## config.mk

```make
export PLATFORM = sky130hd
export DESIGN_NAME = blink_mem_arb
export DESIGN_NICKNAME = d
export VERILOG_FILES = /design/src/rtl/blink_mem_arb.sv
export SDC_FILE = /design/constraint.sdc
export NUM_CORES = 1
export LEC_CHECK = 0
export CAP_MARGIN = 20
export CORE_MARGIN = 2
export CORE_UTILIZATION = 43
export DETAILED_ROUTE_END_ITERATION = 16
export PLACE_DENSITY = 0.89
export SLEW_MARGIN = 20
export SYNTH_ARGS = -nofsm -noshare
export SYNTH_HDL_FRONTEND = slang
export SYNTH_SLANG_ARGS = --single-unit
```

## constraint.sdc

```tcl
create_clock -name clk -period 2.1 [get_ports clk]
set_clock_uncertainty 0.1 [all_clocks]
set_input_delay 0.42 -clock clk [delete_from_list [all_inputs] [get_ports clk]]
set_output_delay 0.42 -clock clk [all_outputs]
set_load 0.02 [all_outputs]
```

## src/rtl/blink_mem_arb.sv

```systemverilog
// blink_mem_arb -- shares one asynchronous SRAM between a Z80 CPU and an LCD
// fetch engine.
//
// Each access holds ram_ce_n low for ACC_CYCLES clocks. Every access is
// followed by at least one IDLE cycle so the bus can turn around. When both
// requesters ask at once, the one not served last time wins.
//
// Ports
//   clk, reset_n           : system clock, asynchronous active-low reset
//   cpu_req/cpu_we/cpu_a/  : CPU request, write flag, byte address, write data
//   cpu_do
//   cpu_di                 : last byte read by the CPU (not changed by writes)
//   cpu_wait_n             : Z80 wait line, low while a CPU request is stalled
//   lcd_req/lcd_a          : LCD read request and address
//   lcd_ack/lcd_data       : one-cycle acknowledge with the fetched byte
//   ram_a/ram_do/ram_di    : SRAM address, write data, read data
//   ram_ce_n/oe_n/we_n     : SRAM strobes, all registered
module blink_mem_arb #(
  parameter int unsigned ACC_CYCLES = 3
) (
  input  logic        clk,
  input  logic        reset_n,
  input  logic        cpu_req,
  input  logic        cpu_we,
  input  logic [18:0] cpu_a,
  input  logic [7:0]  cpu_do,
  output logic [7:0]  cpu_di,
  output logic        cpu_wait_n,
  input  logic        lcd_req,
  input  logic [18:0] lcd_a,
  output logic        lcd_ack,
  output logic [7:0]  lcd_data,
  output logic [18:0] ram_a,
  output logic [7:0]  ram_do,
  input  logic [7:0]  ram_di,
  output logic        ram_ce_n,
  output logic        ram_oe_n,
  output logic        ram_we_n
);

  typedef enum logic [1:0] {
    IDLE     = 2'd0,
    CPU_ACC  = 2'd1,
    CPU_DONE = 2'd2,
    LCD_ACC  = 2'd3
  } state_t;

  localparam logic [3:0] LAST_CNT = 4'(ACC_CYCLES - 1);

  state_t      state_r, state_s;
  logic [3:0]  cnt_r, cnt_s;
  logic        last_grant_r, last_grant_s;  // 1 = LCD was served last
  logic        we_r, we_s;                  // current CPU access is a write
  logic        grant_cpu_s, grant_lcd_s;
  logic        in_acc_s, last_cyc_s;
  logic        ce_s, oe_s, wen_s, lcd_ack_s;
  logic [18:0] ram_a_s;
  logic [7:0]  ram_do_s, cpu_di_s, lcd_data_s;

  assign in_acc_s   = (state_r == CPU_ACC) || (state_r == LCD_ACC);
  assign last_cyc_s = in_acc_s && (cnt_r == LAST_CNT);

  // The CPU is stalled from its first request cycle until CPU_DONE; during
  // reset the line is forced high so the Z80 is never held off.
  assign cpu_wait_n = reset_n ? ~(cpu_req && (state_r != CPU_DONE)) : 1'b1;

  // Arbitration: requests are only looked at in IDLE; ties go round-robin.
  always_comb begin
    grant_cpu_s = 1'b0;
    grant_lcd_s = 1'b0;
    if (state_r == IDLE) begin
      if (cpu_req && lcd_req) begin
        if (last_grant_r) begin
          grant_cpu_s = 1'b1;
        end else begin
          grant_lcd_s = 1'b1;
        end
      end else if (cpu_req) begin
        grant_cpu_s = 1'b1;
      end else if (lcd_req) begin
        grant_lcd_s = 1'b1;
      end else begin
        grant_cpu_s = 1'b0;
      end
    end else begin
      grant_cpu_s = 1'b0;
    end
  end

  // State register.
  always_ff @(posedge clk or negedge reset_n) begin
    if (!reset_n) begin
      state_r <= IDLE;
    end else begin
      state_r <= state_s;
    end
  end

  // Next-state logic.
  always_comb begin
    state_s = state_r;
    case (state_r)
      IDLE: begin
        if (grant_cpu_s) begin
          state_s = CPU_ACC;
        end else if (grant_lcd_s) begin
          state_s = LCD_ACC;
        end else begin
          state_s = IDLE;
        end
      end
      CPU_ACC: begin
        // A CPU that gave up mid-access does not need the handshake state.
        if (last_cyc_s) begin
          state_s = cpu_req ? CPU_DONE : IDLE;
        end else begin
          state_s = CPU_ACC;
        end
      end
      CPU_DONE: begin
        state_s = cpu_req ? CPU_DONE : IDLE;
      end
      LCD_ACC: begin
        state_s = last_cyc_s ? IDLE : LCD_ACC;
      end
      default: begin
        state_s = IDLE;
      end
    endcase
  end

  // Output logic: next values of the registered SRAM port and data captures.
  always_comb begin
    cnt_s        = 4'd0;
    last_grant_s = last_grant_r;
    we_s         = we_r;
    ce_s         = 1'b1;
    oe_s         = 1'b1;
    wen_s        = 1'b1;
    ram_a_s      = ram_a;
    ram_do_s     = ram_do;
    cpu_di_s     = cpu_di;
    lcd_data_s   = lcd_data;
    lcd_ack_s    = 1'b0;
    if (grant_cpu_s) begin
      ce_s         = 1'b0;
      oe_s         = cpu_we;
      wen_s        = 1'b1;      // write strobe waits one cycle for address setup
      ram_a_s      = cpu_a;
      ram_do_s     = cpu_do;
      we_s         = cpu_we;
      last_grant_s = 1'b0;
    end else if (grant_lcd_s) begin
      ce_s         = 1'b0;
      oe_s         = 1'b0;
      wen_s        = 1'b1;
      ram_a_s      = lcd_a;
      we_s         = 1'b0;
      last_grant_s = 1'b1;
    end else if (in_acc_s && !last_cyc_s) begin
      ce_s  = 1'b0;
      oe_s  = we_r;
      wen_s = ~we_r;
      cnt_s = cnt_r + 4'd1;
    end else if (last_cyc_s) begin
      // Strobes return high; read data is taken at the edge ending the access.
      if (state_r == LCD_ACC) begin
        lcd_data_s = ram_di;
        lcd_ack_s  = 1'b1;
      end else if (!we_r) begin
        cpu_di_s = ram_di;
      end else begin
        cpu_di_s = cpu_di;
      end
    end else begin
      cnt_s = 4'd0;
    end
  end

  // Datapath and SRAM port registers.
  always_ff @(posedge clk or negedge reset_n) begin
    if (!reset_n) begin
      cnt_r        <= 4'd0;
      last_grant_r <= 1'b1;
      we_r         <= 1'b0;
      ram_ce_n     <= 1'b1;
      ram_oe_n     <= 1'b1;
      ram_we_n     <= 1'b1;
      ram_a        <= 19'd0;
      ram_do       <= 8'd0;
      cpu_di       <= 8'hFF;
      lcd_data     <= 8'd0;
      lcd_ack      <= 1'b0;
    end else begin
      cnt_r        <= cnt_s;
      last_grant_r <= last_grant_s;
      we_r         <= we_s;
      ram_ce_n     <= ce_s;
      ram_oe_n     <= oe_s;
      ram_we_n     <= wen_s;
      ram_a        <= ram_a_s;
      ram_do       <= ram_do_s;
      cpu_di       <= cpu_di_s;
      lcd_data     <= lcd_data_s;
      lcd_ack      <= lcd_ack_s;
    end
  end

endmodule

```

==> results of run 1 <==
## final timing paths
check / end / slack, ns / cells past startpoint
worst max-delay path: cpu_di[0] / 0.13 / 1
worst min-delay path: lcd_data[3] / 0.16 / 2
worst max register to register: lcd_data[0] / 0.28 / 5
worst min register to register: last_grant_r / 0.38 / 2
max in group asynchronous: ram_a[15] / 1.30 / 2
min in group clk: last_grant_r / 0.38 / 2
## power by group
part	internal, W	total (W)	switching [W]
Sequential	0.00166	0.00194	0.000281
Combinational	0.00146	0.00288	0.00142
Clock	0.000233	0.000563	0.000331
Total	0.00335	0.00538	0.00203
## synth_stat cells, drive strengths merged
cell / number / area share
a22o: 2 / 0.0068
a311oi: 1 / 0.0034
a31oi: 1 / 0.0024
and2: 4 / 0.0098
and3: 1 / 0.0024
buf: 7 / 0.024
clkbuf: 8 / 0.012
dfrtp: 43 / 0.42
dfstp: 12 / 0.12
ha: 2 / 0.0098
inv: 22 / 0.032
mux2: 24 / 0.11
nand2: 2 / 0.0029
nand2b: 2 / 0.0049
nand3: 22 / 0.045
nand3b: 1 / 0.0029
nor2: 5 / 0.0073
nor3b: 2 / 0.0098
o211ai: 1 / 0.0029
o21ai: 19 / 0.037
o22ai: 1 / 0.0024
o311ai: 19 / 0.12
or2: 2 / 0.0059
or2b: 1 / 0.0029
or3b: 1 / 0.0034
xnor2: 2 / 0.0068
## stage by stage
step           power, W  setup TNS [ns]  worst slack [ns]
6_report       0.005378               0            0.1300
5_1_grt        0.005737               0           0.05015
4_1_cts        0.005458               0            0.1113
3_5_place_dp   0.004883        -0.04063          -0.04063
3_3_place_gp   0.004780       -0.002330         -0.002330
2_1_floorplan  0.003575               0            0.3831
## state kept, by name, summed over array words and instances, names as in the netlist
| signal | count |
|---|---|
| lcd_ack | 1 |
| ram_oe_n | 1 |
| lcd_data | 8 |
| ram_a | 19 |
| we_r | 1 |
| cpu_di | 8 |
| state_r | 2 |
| cnt_r | 4 |
| ram_do | 8 |
| last_grant_r | 1 |
| ram_we_n | 1 |
| ram_ce_n | 1 |
## repair_timing
item | CTS | global route
setup endpoints to repair | 1 | 0
gates resized for setup | 1 | 0
hold endpoints to repair | 0 | 0
## cell type report
type | instances | share of cell area
Inverter | 22 | 0.02169
Tap cell | 75 | 0.02465
Clock buffer | 5 | 0.01807
Sequential cell | 55 | 0.3654
Clock inverter | 3 | 0.005258
Multi-Input combinational cell | 115 | 0.2629
Timing Repair Buffer | 117 | 0.3020
## kinds of logic (layout without fill, tap and decap cells)
| kind of cell | count (synthesis) | count (layout) | synth area share |
|---|---|---|---|
| xor+xnor | 2 | 2 | 0.006831 |
| buf+inv | 37 | 147 | 0.06780 |
| simple gates | 43 | 43 | 0.09708 |
| mux | 24 | 24 | 0.1054 |
| flops | 55 | 55 | 0.5424 |
| compound gates | 44 | 44 | 0.1707 |
| fa+ha+maj | 2 | 2 | 0.009755 |
## layer usage
metal / global-route usage / up-vias / share of wire
li1: - / 949 / -
met2: 0.3256 / 86 / 0.50
met3: 0.06000 / 6 / 0.085
met4: 0.05254 / 0 / 0.011
met5: 0 / - / 0
met1: 0.2229 / 980 / 0.40
==> out/summary.txt, run 1 <==
WL/cell: 15.09 um
share of cells above drive strength 1: 0.1767
WL final: 5.917 mm
outcome: finished, final reports clean
H-Tree Level Count: 2
Setup crit end kind: output port
cell chain of the critical path: clkdlybuf4s50_1
Slew Viols, Final: 0
commonest non-fill, non-tap cell in the layout: clkdlybuf4s50_1
max incr delay on CP: 0.61 ns
ANT nets after route: 0
clk_lat worst skew: 0.30 ns
Die Span Y: 81.24 um
Fmax: 507.6 MHz
Layout Utilization: 0.6508
WS Path Type: reg -> out
Synthesized Nets: 268
Inst Count DP: 384
synthesis-to-finish area growth: 48.44%
Setup-failing EPs final: 0
first-pass GRT wire length: 9.404 mm
Seq/Total Area, Yosys: 0.5424
I/O pin cnt: 107
DR pass1 iterations: 4
Cell Area, Placed: 3720 um2
Synth cell types: 34
FF-to-FF Start: cnt_r[0]
Tcrit/Tclk final: 0.9381
total CTS buffers: 5
post-DP HPWL: 4.435 mm
PD cells: 1412 nW/um2
crit-path max FO: 2
Worst Setup SP: cpu_di[0]
Worst Tran Pin Value: 0.6707 ns
vias in the first global route: 2028
Antenna Cells: 0
RSZ-0062 raised after global routing: no
Clock Path Buffers: 2
Initial Util: 0.4384
type of the tightest min-delay check: in -> async
crit path launch type: flop
clock-pin transition on the worst setup and hold timing paths: 0.09 ns
Via density: 5.156
die area: 6599 um2
most frequent cells in the layout: clkdlybuf4s50_1 (104), dfrtp_1 (43), inv_1 (22), mux2_1 (22), nand3_1 (21)
Hold Slack: 0.1641 ns
Sink Count: 55
row count: 28
Reg area: 1391 um2
filler instances: 461
Max transition margin: 0.5529
min Tclk post-route: 1.970 ns
Synth Cell Area: 2565 um2
Multi-input gate area: 1001 um2
count of final hold-check violations: 0
worst path buffer plus inverter count: 1
Syn. warnings: 0
Die W: 81.24 um
Leak: 1.567 nW
average size of a mapped cell: 12.39 um2
CTS tree: done
global-route usage over all layers: 0.1874
crit path DAT: 1.45 ns
DRT iter0 DRCs: 67
total number of vias: 2021
Core ar.: 5851 um2
critical path's top delay family: buffers and inverters
final instance area: 3807 um2
Post-CTS Repair Setup Buffers: 0
GRT Residual Overflow: 0
peak supply drop: 0.7206 mV
gpl congestion: 0.6977
CTS Root Cell: clkbuf_8
initial antenna violation count: 0
slowest CP cell: clkdlybuf4s50_1
CP Data Required Time: 1.58 ns
CTS Hold Bufs: 0
Final #Nets: 377
Max Cap Viol: 0
cell count after synthesis: 207
fin cells: 392
largest net degree at the start of global routing: 56
Post-route DRC: 0
Buffers on Ports: 106
register bit count reported by yosys: 55
No activity file was read; power rests on OpenSTA's default activity.
==> inputs of run 2 (changes only) <==
--- a/config.mk
+++ b/config.mk
@@ -5,11 +5,12 @@
 export SDC_FILE = /design/constraint.sdc
 export NUM_CORES = 1
 export LEC_CHECK = 0
+export ABC_AREA = 1
 export CAP_MARGIN = 20
-export CORE_MARGIN = 2
+export CORE_MARGIN = 5
 export CORE_UTILIZATION = 43
 export DETAILED_ROUTE_END_ITERATION = 16
-export PLACE_DENSITY = 0.89
+export PLACE_DENSITY = 0.88
 export SLEW_MARGIN = 20
 export SYNTH_ARGS = -nofsm -noshare
 export SYNTH_HDL_FRONTEND = slang
==> run 2 against run 1 <==
Flip-flop and latch count did not move. Clock power rose by 6.2%. Combinational power fell by 4%. Final cell count rose by 28%. Count of clock-buffer cells in the layout did not move. Setup slack got worse by 0.020 ns. Critical path type unchanged.
==> out/summary.txt, run 2 <==
outcome: finished, final reports clean
crit path launch type: flop
most frequent cells in the layout: nand2_1 (123), clkdlybuf4s50_1 (104), inv_1 (43), dfrtp_1 (43), nand3_1 (40)
CTS Root Cell: clkbuf_8
gpl congestion: 0.7717 (+11%)
post-DP HPWL: 5.001 mm (+13%)
Seq/Total Area, Yosys: 0.5414 (-0.001056)
global-route usage over all layers: 0.1783 (-0.009145)
Yosys top cell area share: 0.4187 (-0.0008170)
Via density: 4.896 (-5.0%)
worst setup margin: 0.1101 ns (-0.01995 ns)
type of the tightest min-delay check: in -> async
Sink Count: 55 (unchanged)
register bit count reported by yosys: 55 (unchanged)
Post-route DRC: 0 (unchanged)
initial antenna violation count: 0 (unchanged)
ys flop type: dfrtp_1
cell count after synthesis: 318 (+54%)
total number of vias: 2458 (+22%)
cell chain of the critical path: clkdlybuf4s50_1
clk_lat worst skew: 0.31 ns (about the same)
die area: 7623 um2 (+16%)
I/O pin cnt: 107 (unchanged)
CTS tree: done
area leader, netlist: dfrtp_1
PD cells: 1389 nW/um2 (-1.6%)
critical path's top delay family: buffers and inverters
H-Tree Level Count: 2 (unchanged)
Die W: 87.31 um (+7.5%)
DR pass1 iterations: 4 (unchanged)
Final #Nets: 487 (+29%)
total CTS buffers: 5 (unchanged)
Synth Cell Area: 2570 um2 (+0.20%)
count of final hold-check violations: 0 (unchanged)
Leak: 1.941 nW (+24%)
average size of a mapped cell: 8.082 um2 (-35%)
CP Data Required Time: 1.58 ns (about the same)
Initial Util: 0.4393 (+0.0008555)
worst path buffer plus inverter count: 1 (unchanged)
min Tclk post-route: 1.990 ns (+0.01995 ns)
Setup-failing EPs final: 0 (unchanged)
crit-path max FO: 2 (unchanged)
Setup WS pre-CTS: -0.01075 ns (+0.02987 ns)
max reg flops: 19 (unchanged)
Async SR Flop Fraction: 1.000 (unchanged)
ANT nets after route: 0 (unchanged)
Worst Tran Pin Value: 0.6610 ns (-0.009641 ns)
DRT iter0 DRCs: 153 (+130%)
Inst Count DP: 494 (+29%)
Int Power: 0.003094 W (-7.7%)
RSZ-0062 raised after global routing: no
Max transition margin: 0.5593 (+0.006427)
synth cell count leaders: nand2_1 (123), dfrtp_1 (43), inv_1 (43)
Biggest register: ram_a
slowest CP cell: clkdlybuf4s50_1
Fmax: 502.5 MHz (-1.0%)
Clock power frac: 0.113 (+0.008)
row count: 28 (unchanged)
first-pass GRT wire length: 10.87 mm (+16%)
largest cells by area after synthesis: dfrtp_1 (42%), nand2_1 (18%), dfstp_2 (12%), nand3_1 (7.8%), inv_1 (6.3%)
Sw Pwr: 0.002198 W (+8.4%)
Setup crit end kind: output port
WL final: 6.637 mm (+12%)
crit path DAT: 1.47 ns (+0.02 ns)
Combinational Power Share: 0.522 (-0.013)
GRT Residual Overflow: 0 (unchanged)
Synthesized Nets: 379 (+41%)
Slew Viols, Final: 0 (unchanged)
Tcrit/Tclk final: 0.9476 (+0.009500)
WS Path Type: reg -> out
grt met3 use: 0.05393 (-0.006074)
synthesis-to-finish area growth: 48.20%
Max Cap Viol: 0 (unchanged)
Antenna Cells: 0 (unchanged)
max incr delay on CP: 0.61 ns (about the same)
EDFF count, synth: 0 (unchanged)
most common cell in the netlist: nand2_1
sequential power share: 0.365 (+0.005)
peak supply drop: 0.6384 mV (-11%)
commonest non-fill, non-tap cell in the layout: nand2_1
Die Span Y: 87.31 um (+7.5%)
clock-pin transition on the worst setup and hold timing paths: 0.11 ns (+0.02 ns)
WL/cell: 13.22 um (-12%)
gr busiest metal: met2
M2 GR Usage: 0.2890 (-0.03658)
switch share: 0.4154 (+0.03847)
CTS Hold Bufs: 0 (unchanged)
Core ar.: 5851 um2 (unchanged)
Clock Path Buffers: 2 (unchanged)
Buffers on Ports: 106 (unchanged)
fin cells: 502 (+28%)
share of cells above drive strength 1: 0.09602 (-0.08064)
Synth cell types: 22 (-35%)
filler instances: 483 (+4.8%)
Syn. warnings: 0 (unchanged)
vias in the first global route: 2377 (+17%)
largest net degree at the start of global routing: 56 (unchanged)
GR Layer Usage met1: 0.2259 (+0.002965)
-- run 2: cell types whose count changed in the layout (fill, tap and decap cells not counted), moves of 6 or more --
cell	previous run	this run
nand3_1	21	40
o311ai_2	15	0
o21ai_1	7	1
nand4_1	0	19
inv_1	22	43
mux2_1	22	0
o21ai_0	12	2
nand2_1	2	123
-- run 2: logic make-up (layout without fill, tap and decap cells) --
group / count (synthesis) / in the layout / share of synthesized area
DFF: 55 / 55 / 0.5414
buffers and inverters: 61 / 170 / 0.09883
and+or+nand+nor: 193 / 193 / 0.3311
adders and majority gates: 2 / 2 / 0.009736
AOI/OAI and AO/OA: 5 / 5 / 0.01217
xor gates and xnor gates: 2 / 2 / 0.006817
-- run 2: worst paths after layout --
check | start | end | slack, ns | cells past startpoint
setup / recovery | cpu_di[5] | cpu_di[5] | 0.11 | 1
hold / removal | reset_n | lcd_data[6] | 0.18 | 2
setup reg to reg | state_r[1] | ram_a[16] | 0.30 | 6
hold reg to reg | cpu_di[1] | cpu_di[1] | 0.37 | 2
max in group asynchronous | reset_n | ram_a[15] | 1.29 | 2
min in group clk | cpu_di[1] | cpu_di[1] | 0.37 | 2
-- run 2: layer usage --
layer / routed length (um) / share of wire
met1: 2703 / 0.41
met2: 3265 / 0.49
met3: 561 / 0.085
met4: 106 / 0.016
met5: 0 / 0
-- run 2: stage by stage --
stage / cell area, um2 / hold slack (ns) / TNS, ns / total power, W / utilization
CTS: 3809 / 0.1998 / 0 / 0.005334 / 0.6510
global placement: 3716 / 0.3521 / 0 / 0.004645 / 0.6352
detailed placement: 3716 / 0.3531 / -0.01075 / 0.004733 / 0.6352
floorplan: 2570 / 0.02441 / 0 / 0.003434 / -
global route: 3809 / 0.2489 / 0 / 0.005652 / 0.6510
finish: 3809 / 0.1835 / 0 / 0.005292 / 0.6510
-- run 2: power by group through the flow --
stage          registers [W]  clock network (W)  logic [W]
2_1_floorplan        0.00246                  0   0.000973
3_3_place_gp         0.00193                  0    0.00272
3_5_place_dp         0.00194                  0    0.00279
4_1_cts              0.00193           0.000611    0.00280
5_1_grt              0.00200           0.000649    0.00300
6_report             0.00193           0.000598    0.00276
-- run 2: what timing repair did --
item                       CTS  global route
setup endpoints to repair    1             0
setup buffers                0             0
hold endpoints to repair     0             0
resized for setup            1             0
-- run 2: layout make-up --
class                           count  area (um2)  share of cell area
Inverter                           46       175.2             0.04599
Clock buffer                        5       68.82             0.01807
Timing Repair Buffer              116        1130              0.2966
Clock inverter                      3       25.02            0.006570
Multi-Input combinational cell    202       924.6              0.2428
Tap cell                           75       93.84             0.02464
Sequential cell                    55        1391              0.3653
